<file path="src/rtl/jpeg_dht_parser_pkg.sv">
// Shared types and limits for the JPEG DHT (Huffman table) segment parser.
package jpeg_dht_pkg;

  typedef enum logic [2:0] {
    IDLE   = 3'd0,
    LEN_H  = 3'd1,
    LEN_L  = 3'd2,
    TCTH   = 3'd3,
    COUNTS = 3'd4,
    VALUES = 3'd5,
    FIN    = 3'd6,
    ERR    = 3'd7
  } dht_state_e;

  localparam int unsigned DC_MAX_SYMS = 12;
  localparam int unsigned AC_MAX_SYMS = 162;

  localparam logic [1:0] YDC = 2'd0;
  localparam logic [1:0] YAC = 2'd1;
  localparam logic [1:0] CDC = 2'd2;
  localparam logic [1:0] CAC = 2'd3;

  function automatic logic [11:0] max_syms(input logic tc);
    return tc ? 12'(AC_MAX_SYMS) : 12'(DC_MAX_SYMS);
  endfunction

endpackage

</file>
<file path="src/rtl/jpeg_dht_parser_if.sv">
// Byte-stream input plus count/value write ports of the DHT parser.
interface jpeg_dht_parser_if;
  logic       Start;
  logic       DataInEnable;
  logic [7:0] DataIn;
  logic       DataInRead;
  logic       DhtEnable;
  logic [1:0] DhtColor;
  logic [7:0] DhtCount;
  logic [7:0] DhtData;
  logic       CntEnable;
  logic [1:0] CntColor;
  logic [3:0] CntIndex;
  logic [7:0] CntData;
  logic       Busy;
  logic       Done;
  logic       Error;

  modport slave (
    input  Start, DataInEnable, DataIn,
    output DataInRead, DhtEnable, DhtColor, DhtCount, DhtData,
           CntEnable, CntColor, CntIndex, CntData, Busy, Done, Error
  );

  modport master (
    output Start, DataInEnable, DataIn,
    input  DataInRead, DhtEnable, DhtColor, DhtCount, DhtData,
           CntEnable, CntColor, CntIndex, CntData, Busy, Done, Error
  );
endinterface

</file>
<file path="src/rtl/jpeg_dht_parser.sv">
// Parses a DHT segment body (after FF C4) and streams code-length counts and
// symbol values out as registered write strobes.
//
// state  | meaning
// IDLE   | waiting for Start
// LEN_H  | expecting length high byte
// LEN_L  | expecting length low byte
// TCTH   | expecting table class / id byte
// COUNTS | expecting the 16 code-length counts
// VALUES | expecting sum symbol values
// FIN    | segment complete, Done pulse
// ERR    | malformed segment, holds until Start
module jpeg_dht_parser
  import jpeg_dht_pkg::*;
(
  input  logic              clk,
  input  logic              rst,
  jpeg_dht_parser_if.slave  io_dht
);

  dht_state_e  r_state;
  dht_state_e  w_next_state;

  logic [7:0]  r_len_h;
  logic [15:0] r_remaining;
  logic        r_tc;
  logic        r_th;
  logic [3:0]  r_cnt_idx;
  logic [11:0] r_sum;
  logic [7:0]  r_val_idx;

  logic        r_cnt_en;
  logic [1:0]  r_cnt_color;
  logic [3:0]  r_cnt_index;
  logic [7:0]  r_cnt_data;
  logic        r_dht_en;
  logic [1:0]  r_dht_color;
  logic [7:0]  r_dht_count;
  logic [7:0]  r_dht_data;

  logic        w_read;
  logic        w_accept;
  logic [15:0] w_len;
  logic [15:0] w_rem_dec;
  logic [11:0] w_sum_next;
  logic        w_tcth_bad;
  logic        w_last_value;

  always_comb begin
    w_read       = (r_state == LEN_H) || (r_state == LEN_L) || (r_state == TCTH) ||
                   (r_state == COUNTS) || (r_state == VALUES);
    w_accept     = io_dht.DataInEnable & w_read;
    w_len        = {r_len_h, io_dht.DataIn};
    w_rem_dec    = r_remaining - 16'd1;
    w_sum_next   = r_sum + 12'(io_dht.DataIn);
    w_tcth_bad   = (|io_dht.DataIn[7:5]) | (|io_dht.DataIn[3:1]);
    w_last_value = (({4'b0, r_val_idx} + 12'd1) == r_sum);
  end

  always_ff @(posedge clk) begin
    if (rst) r_state <= IDLE;
    else     r_state <= w_next_state;
  end

  always_comb begin
    w_next_state = r_state;
    case (r_state)
      IDLE:   if (io_dht.Start) w_next_state = LEN_H;
      LEN_H:  if (w_accept) w_next_state = LEN_L;
      LEN_L:
        if (w_accept) begin
          if (w_len < 16'd2)       w_next_state = ERR;
          else if (w_len == 16'd2) w_next_state = FIN;
          else                     w_next_state = TCTH;
        end
      TCTH:
        if (w_accept) begin
          // the table byte must leave room for at least one count
          if (w_tcth_bad || (w_rem_dec == 16'd0)) w_next_state = ERR;
          else                                    w_next_state = COUNTS;
        end
      COUNTS:
        if (w_accept) begin
          if (r_cnt_idx == 4'd15) begin
            if ((w_sum_next > max_syms(r_tc)) || ({4'b0, w_sum_next} > w_rem_dec))
              w_next_state = ERR;
            else if (w_sum_next != 12'd0)
              w_next_state = VALUES;
            else if (w_rem_dec == 16'd0)
              w_next_state = FIN;
            else
              w_next_state = TCTH;
          end else if (w_rem_dec == 16'd0) begin
            w_next_state = ERR;
          end
        end
      VALUES:
        if (w_accept) begin
          if (w_last_value)             w_next_state = (w_rem_dec == 16'd0) ? FIN : TCTH;
          else if (w_rem_dec == 16'd0)  w_next_state = ERR;
        end
      FIN:    w_next_state = IDLE;
      ERR:    if (io_dht.Start) w_next_state = LEN_H;
      default: w_next_state = IDLE;
    endcase
  end

  always_ff @(posedge clk) begin
    if (rst) begin
      r_len_h     <= '0;
      r_remaining <= '0;
      r_tc        <= 1'b0;
      r_th        <= 1'b0;
      r_cnt_idx   <= '0;
      r_sum       <= '0;
      r_val_idx   <= '0;
      r_cnt_en    <= 1'b0;
      r_cnt_color <= '0;
      r_cnt_index <= '0;
      r_cnt_data  <= '0;
      r_dht_en    <= 1'b0;
      r_dht_color <= '0;
      r_dht_count <= '0;
      r_dht_data  <= '0;
    end else begin
      r_cnt_en <= 1'b0;
      r_dht_en <= 1'b0;
      if (w_accept) begin
        case (r_state)
          LEN_H: r_len_h <= io_dht.DataIn;
          LEN_L: r_remaining <= w_len - 16'd2;
          TCTH: begin
            r_remaining <= w_rem_dec;
            r_tc        <= io_dht.DataIn[4];
            r_th        <= io_dht.DataIn[0];
            r_cnt_idx   <= '0;
            r_sum       <= '0;
          end
          COUNTS: begin
            r_remaining <= w_rem_dec;
            r_cnt_idx   <= r_cnt_idx + 4'd1;
            r_sum       <= w_sum_next;
            r_val_idx   <= '0;
            r_cnt_en    <= 1'b1;
            r_cnt_color <= {r_th, r_tc};
            r_cnt_index <= r_cnt_idx;
            r_cnt_data  <= io_dht.DataIn;
          end
          VALUES: begin
            r_remaining <= w_rem_dec;
            r_val_idx   <= r_val_idx + 8'd1;
            r_dht_en    <= 1'b1;
            r_dht_color <= {r_th, r_tc};
            r_dht_count <= r_val_idx;
            r_dht_data  <= io_dht.DataIn;
          end
          default: ;
        endcase
      end
    end
  end

  assign io_dht.DataInRead = w_read;
  assign io_dht.Busy       = (r_state != IDLE) && (r_state != ERR);
  assign io_dht.Done       = (r_state == FIN);
  assign io_dht.Error      = (r_state == ERR);
  assign io_dht.CntEnable  = r_cnt_en;
  assign io_dht.CntColor   = r_cnt_color;
  assign io_dht.CntIndex   = r_cnt_index;
  assign io_dht.CntData    = r_cnt_data;
  assign io_dht.DhtEnable  = r_dht_en;
  assign io_dht.DhtColor   = r_dht_color;
  assign io_dht.DhtCount   = r_dht_count;
  assign io_dht.DhtData    = r_dht_data;

endmodule

</file>
<file path="src/flat_wrapper.sv">
// flat-port wrapper written by rule: the top's interface ports become plain ports
module jpeg_dht_parser_flat import jpeg_dht_pkg::*;
  (clk, rst, io_dht_Start, io_dht_DataInEnable, io_dht_DataIn, io_dht_DataInRead, io_dht_DhtEnable, io_dht_DhtColor, io_dht_DhtCount, io_dht_DhtData, io_dht_CntEnable, io_dht_CntColor, io_dht_CntIndex, io_dht_CntData, io_dht_Busy, io_dht_Done, io_dht_Error);
  jpeg_dht_parser_if io_dht_i ();
  input  logic clk;
  input  logic rst;
  input wire logic [$bits(io_dht_i.Start)-1:0] io_dht_Start;
  input wire logic [$bits(io_dht_i.DataInEnable)-1:0] io_dht_DataInEnable;
  input wire logic [$bits(io_dht_i.DataIn)-1:0] io_dht_DataIn;
  output wire logic [$bits(io_dht_i.DataInRead)-1:0] io_dht_DataInRead;
  output wire logic [$bits(io_dht_i.DhtEnable)-1:0] io_dht_DhtEnable;
  output wire logic [$bits(io_dht_i.DhtColor)-1:0] io_dht_DhtColor;
  output wire logic [$bits(io_dht_i.DhtCount)-1:0] io_dht_DhtCount;
  output wire logic [$bits(io_dht_i.DhtData)-1:0] io_dht_DhtData;
  output wire logic [$bits(io_dht_i.CntEnable)-1:0] io_dht_CntEnable;
  output wire logic [$bits(io_dht_i.CntColor)-1:0] io_dht_CntColor;
  output wire logic [$bits(io_dht_i.CntIndex)-1:0] io_dht_CntIndex;
  output wire logic [$bits(io_dht_i.CntData)-1:0] io_dht_CntData;
  output wire logic [$bits(io_dht_i.Busy)-1:0] io_dht_Busy;
  output wire logic [$bits(io_dht_i.Done)-1:0] io_dht_Done;
  output wire logic [$bits(io_dht_i.Error)-1:0] io_dht_Error;
  assign io_dht_i.Start = io_dht_Start;
  assign io_dht_i.DataInEnable = io_dht_DataInEnable;
  assign io_dht_i.DataIn = io_dht_DataIn;
  assign io_dht_DataInRead = io_dht_i.DataInRead;
  assign io_dht_DhtEnable = io_dht_i.DhtEnable;
  assign io_dht_DhtColor = io_dht_i.DhtColor;
  assign io_dht_DhtCount = io_dht_i.DhtCount;
  assign io_dht_DhtData = io_dht_i.DhtData;
  assign io_dht_CntEnable = io_dht_i.CntEnable;
  assign io_dht_CntColor = io_dht_i.CntColor;
  assign io_dht_CntIndex = io_dht_i.CntIndex;
  assign io_dht_CntData = io_dht_i.CntData;
  assign io_dht_Busy = io_dht_i.Busy;
  assign io_dht_Done = io_dht_i.Done;
  assign io_dht_Error = io_dht_i.Error;
  jpeg_dht_parser u_core (.clk(clk), .rst(rst), .io_dht(io_dht_i));
endmodule
</file>
<file path="config.mk">
export PLATFORM = sky130hd
export DESIGN_NAME = jpeg_dht_parser_flat
export DESIGN_NICKNAME = d
export VERILOG_FILES = /design/src/rtl/jpeg_dht_parser_pkg.sv /design/src/rtl/jpeg_dht_parser_if.sv /design/src/rtl/jpeg_dht_parser.sv /design/src/flat_wrapper.sv
export SDC_FILE = /design/constraint.sdc
export NUM_CORES = 1
export LEC_CHECK = 0
export CAP_MARGIN = 20
export CORE_AREA = 4 4 104 106
export CTS_CLUSTER_SIZE = 10
export DETAILED_ROUTE_END_ITERATION = 10
export DIE_AREA = 0 0 108 110
export GPL_ROUTABILITY_DRIVEN = 0
export HOLD_SLACK_MARGIN = 0.03
export PLACE_DENSITY = 0.76
export SETUP_SLACK_MARGIN = 0.2
export SLEW_MARGIN = 25
export SYNTH_ARGS = -nofsm -noshare
export SYNTH_HDL_FRONTEND = slang
export SYNTH_SLANG_ARGS = --single-unit
export TNS_END_PERCENT = 100
</file>
<file path="constraint.sdc">
create_clock -name clk -period 11.02 [get_ports clk]
set_input_delay 3.306 -clock clk [delete_from_list [all_inputs] [get_ports clk]]
set_output_delay 3.306 -clock clk [all_outputs]
set_load 0.05 [all_outputs]
</file>
# After elaboration in Yosys (flattened, before gate mapping)
# Index checks and enable logic that the tools add are counted.
[totals] out_inout_bits=38 wordCells=95 ff_bits=87 inputBits=12
[classes] bitwise=3 add_sub_neg=6 muxes=23 reduce_logical=27 magnitude_cmp=3 eq_ne=17
[op_table] cell="two-way mux 3 bit" n=14
[op_table] cell="one-hot mux 16 bit (2 select lines)" n=1
[op_table] cell="one-hot mux 12 bit (2 select lines)" n=1
[op_table] cell="one-hot mux 3 bit (7 select lines)" n=1
[op_table] cell="== test 16 x 2 -> 1 bit, second input constant" n=1
[op_table] cell="greater-than comparator 12 x 16 -> 1 bit" n=1
[op_table] cell="zero test 16 bit" n=1
[op_table] cell="< comparator 16 x 2 -> 1 bit, second input constant" n=1
[op_table] cell="one-hot mux 8 bit (2 select lines)" n=1
[op_table] cell="subtractor 16 x 1 -> 16 bit, second input constant" n=1
[op_table] cell="subtractor 16 x 2 -> 16 bit, second input constant" n=1
[op_table] cell="AND reduction 2 bit" n=7
[op_table] cell="adder 12 x 8 -> 12 bit" n=1
[op_table] cell="== test 12 bit" n=1
[op_table] cell="== test 3 bit, second input constant" n=4
[op_table] cell="greater-than comparator 12 bit" n=1
[op_table] cell="!= test 2 x 1 -> 1 bit, second input constant" n=6
[op_table] cell="nonzero test 12 bit" n=1
[op_table] cell="adder 8 x 1 -> 9 bit, second input constant" n=1
[op_table] cell="OR reduction 3 bit" n=3
[op_table] cell="adder 8 x 1 -> 8 bit, second input constant" n=1
[op_table] cell="two-way mux 8 bit" n=1
[op_table] cell="one-hot mux 4 bit (2 select lines)" n=1
[op_table] cell="== test 3 x 2 -> 1 bit, second input constant" n=2
[op_table] cell="16 further kinds" n=25

# Longest topological paths before layout
[depth] word_depth=8 ltp_mapped=16 depth_no_buf=16

# Worst setup path after synthesis
# No wires, ideal clock.
[synth_timing] path_kind="input to register" startpoint="in io_dht_DataIn[1]" endpoint="reg u_core.r_state[2]" cell_stages=14 arrival_time_ps=6607 setup_time_ps=114 setup_slack_ps=4299 cell_sequence="ha_1 a211oi_1 o21bai_1 a21oi_1 xnor2_1 ha_1 nor2_1 or4b_2 mux2i_1 a211o_1 nand4b_1 or3_1 or4_1 a21o_1"
[synth_via] elab_chain_cells=7
[synth_lines] element="start, declared" line_no="flat_wrapper.sv:9" text="input wire logic [$bits(io_dht_i.DataIn)-1:0] io_dht_DataIn;"
[synth_lines] element="adder 12 x 8 -> 12 bit" line_no="jpeg_dht_parser.sv:55" text="w_sum_next = r_sum + 12'(io_dht.DataIn);"
[synth_lines] element="greater-than comparator 12 x 16 -> 1 bit (tied with other cells)" line_no="jpeg_dht_parser.sv:85" text="if ((w_sum_next > max_syms(r_tc)) || ({4'b0, w_sum_next} > w_rem_dec))"
[synth_lines] element="logical OR 1 bit / two-way mux 3 bit (equally long branches)" line_no="jpeg_dht_parser.sv:85, jpeg_dht_parser.sv:87"
[synth_lines] element="two-way mux 3 bit" line_no="jpeg_dht_parser.sv:85"
[synth_lines] element="two-way mux 3 bit" line_no="jpeg_dht_parser.sv:84" text="if (r_cnt_idx == 4'd15) begin"
[synth_lines] element="two-way mux 3 bit" line_no="jpeg_dht_parser.sv:83" text="if (w_accept) begin"
[synth_lines] element="one-hot mux 3 bit (7 select lines) *" line_no="jpeg_dht_parser.sv:67" text="case (r_state)"
[synth_lines] element="end signal, assigned" line_no="jpeg_dht_parser.sv:62" text="else r_state <= w_next_state;"
[synth_lines] element="end, declared" line_no="jpeg_dht_parser.sv:21" text="dht_state_e r_state;"
# Mark *: on every way between the ends. The rest lies on a longest branch, timed or not. The select of a mux whose other input is x is not followed.
# A chain may end at the register's enable or synchronous reset.

# Final worst setup path
[layout_timing] startpoint="in io_dht_DataIn[2]" endpoint="reg u_core.r_state[2]"
# The elaborated chain is that of the path after synthesis.

==> impl_metrics.tcl <==
set metrics [dict create \
    finClkSkew_ns 0.0109 \
    layout-drive-gt1-share 0.0474 \
    start_util 0.550 \
    crit_path_start_kind "input port" \
    cts_buffer_depth 2 \
    setup_slack_ns 3.70 \
    path_clk_slew_ns 0.10 \
    clkSinkCount 87 \
    die_w_um 108 \
    ys_top_cells_by_count "nand2_1 (126), dfxtp_1 (87), a21oi_1 (74), nor2_1 (72)" \
    max_slew.worst_pin.slew_ns 1.02 \
    crit_fanout 8 \
    globalRouteOverflowTotal 0 \
    synth.top_cell.area_share 0.324 \
    fin_crit_sh 0.664 \
    n_antenna_cell 0 \
    endpoint "u_core.r_state[2]$_SDFFE_PP0P_" \
    antenna_found_initial 0 \
    yosys_register_bits 87 \
    dieArea_um2 11900 \
    grt_start_max_net_pins 88 \
    nets 776 \
    p_sw_frac 0.425 \
    synth.top_cells.by_area "dfxtp_1 (32%), nand2_1 (8.8%), ha_1 (7.0%)" \
    drt_iter0_drc 430 \
    power_density_nw_per_um2 184 \
    post_drt_via_cell_ratio 5.93 \
    status "completed" \
    ant_nets 0 \
    die_h_um 110 \
    synthMuxAreaShare 0.00559 \
    syn_area_um2 5380 \
    final_util 0.622 \
    rsz0062_at_grt "no" \
    critical_path_class "input port to flip-flop" \
    yosysWarnings 0 \
    pwr-share-comb 0.456 \
    finalSetupViolCount 0 \
    fin_crit_ns 7.32 \
    pre_cts_slack_ns 3.36 \
    hold_violations 0 \
    fmax_ghz 0.137 \
    p_clk_frac 0.209 \
    synth-edff-count 0 \
    num_vias 5169 \
    power_frac_seq 0.336 \
    yosysMostFrequentCell "nand2_1" \
    drt_first_pass_iters 5 \
    synth_fa_ha_area_frac 0.0735 \
    total_power_mw 1.12 \
    synth_top_family_by_area "simple AND/OR/NAND/NOR gates" \
    postSynthAreaPerCell_um2 7.56 \
    area_delta_synth_final_pct 13.1 \
    clkLatencyLatePin_ns 0.37 \
    ios 50 \
    synthesis.nets 754 \
    cts_tree "done" \
    synth-compound-area-share 0.196 \
    cts_setup_buffers 0 \
    r2r-end "u_core.r_state[2]$_SDFFE_PP0P_" \
    track_usage 0.248 \
    placed_cell_area_um2 5880 \
    cap_viol_max_count 0 \
    report.final.slew_viol_count 0 \
    worstHoldStart "u_core.io_dht.DhtData[7]$_SDFFE_PP0P_" \
    cts-hold-fix-buffers 0 \
    first_global_vias 4815 \
    drc_errors 0 \
    ff2ff_path_depth 14 \
    power.switching_mw 0.474 \
    hpwl_um 10200 \
    p_leak_nw 2.18 \
    startpoint "io_dht_DataIn[2]" \
    core_um2 9770 \
    cp_data_required_time_ns 11.29 \
    p_int_mw 0.642 \
    final_area_um2 6080 \
    cts_resized 0 \
    routed_wirelength_um 14200 \
    holdCritPathClass "flip-flop to flip-flop" \
    num_rows 36 \
    async_reset_ff_frac 0 \
    yosys.area.top_type "dfxtp_1" \
    cp-end-kind "flip-flop" \
    synth-simple-area-share 0.271 \
    synth_seq_area_share 0.324 \
    setup_tns_ns 0 \
    ff2ff_setup_slack_ns 6.85 \
    fillers 889 \
    syn_inst 711 \
    synth_xor_area_frac 0.0840 \
    wl_per_cell_um 16.3 \
    cts-root-buf "clkbuf_8" \
    portBuffers 49 \
    crit_arrival_ns 7.59 \
    ir_drop_mv 0.125 \
    grt_pass1_wl_um 23400 \
    synth_cell_types 62 \
    synthFlopType "dfxtp_1" \
    r2r_start "u_core.r_sum[1]$_SDFFE_PP0P_" \
    ctsHtreeMaxLevel 3 \
    relSlewSlack 0.315 \
    cts_inserted_buffers 9 \
]
## worst min path at each step
stage,to,cells after the start
2_1_floorplan,u_core.io_dht.CntColor[1]$_SDFFE_PP0P_,2
3_5_place_dp,u_core.io_dht.DhtCount[2]$_SDFFE_PP0P_,2
6_report,u_core.io_dht.DhtData[7]$_SDFFE_PP0P_,2
3_3_place_gp,u_core.io_dht.CntIndex[1]$_SDFFE_PP0P_,2
4_1_cts,u_core.io_dht.DhtCount[2]$_SDFFE_PP0P_,2
5_1_grt,u_core.io_dht.DhtCount[2]$_SDFFE_PP0P_,2
## registers in the layout, indices dropped and copies added (netlist names)
signal	count
u_core.r_tc	1
u_core.io_dht.CntData	8
u_core.io_dht.DhtData	8
u_core.io_dht.DhtEnable	1
u_core.r_len_h	8
u_core.r_cnt_idx	4
u_core.r_remaining	16
u_core.r_th	1
u_core.r_sum	12
u_core.io_dht.DhtCount	8
u_core.r_val_idx	8
u_core.r_state	3
u_core.io_dht.CntIndex	4
u_core.io_dht.CntEnable	1
u_core.io_dht.DhtColor	2
u_core.io_dht.CntColor	2
## area by class of cell
type                       instances  area [um^2]  share of cell area
clock buffer                       9          124              0.0204
clock inverter                     7         78.8              0.0130
inverter                          13         48.8             0.00803
multi-input combinational        568         3400               0.559
sequential                        87         1740               0.287
tap                              133          166              0.0274
timing repair buffer              54          523              0.0860
## critical path, cell delays in order
cell	delay [ns]
clkdlybuf4s50_1	0.67
ha_1	0.34
o21ai_0	0.24
o21bai_1	0.10
a21oi_1	0.19
xnor2_1	0.22
ha_1	0.32
nor2_1	0.17
or4b_2	0.59
mux2i_1	0.15
a211o_1	0.14
nand4b_1	0.09
or3_1	0.35
or4_1	0.52
a21o_1	0.19
## per-stage QoR
stage / cells / hold slack [ns]
finish: 871 / 0.456
global route: 871 / 0.470
CTS: 871 / 0.459
detailed placement: 855 / 0.446
global placement: 855 / 0.442
floorplan: 711 / 0.445
## routing by layer
layer,vias to the layer above,part of all wire,GRT usage,wire [um]
met5,-,0,0,0
met4,0,0.020,0.0803,280
met3,30,0.094,0.0594,1340
met2,226,0.45,0.410,6390
met1,2370,0.44,0.322,6160
li1,2543,-,-,-
## cell usage in the layout (no fill, tap or decap), types with 17 or more instances in the layout
| master | count |
|---|---|
| a21oi_1 | 74 |
| a22oi_1 | 19 |
| clkdlybuf4s50_1 | 48 |
| dfxtp_1 | 87 |
| ha_1 | 30 |
| nand2_1 | 126 |
| nor2_1 | 72 |
| nor3_1 | 23 |
| o21ai_0 | 34 |
| xnor2_1 | 32 |
| xor2_1 | 17 |
## logic make-up after synthesis
logic type | Yosys count
AOI/OAI and AO/OA | 175
xor gates and xnor gates | 50
adders and majority gates | 31
buffers and inverters | 56
DFF | 87
muxes | 3
and+or+nand+nor | 309
## power groups by stage
| stage | clock network, mW | logic, mW | registers (mW) |
|---|---|---|---|
| 3_3_place_gp | 0 | 0.485 | 0.380 |
| 5_1_grt | 0.249 | 0.564 | 0.380 |
| 6_report | 0.233 | 0.508 | 0.375 |
| 2_1_floorplan | 0 | 0.408 | 0.362 |
| 3_5_place_dp | 0 | 0.500 | 0.380 |
| 4_1_cts | 0.238 | 0.503 | 0.373 |
Note: power is estimated with default switching activity, not from simulation.
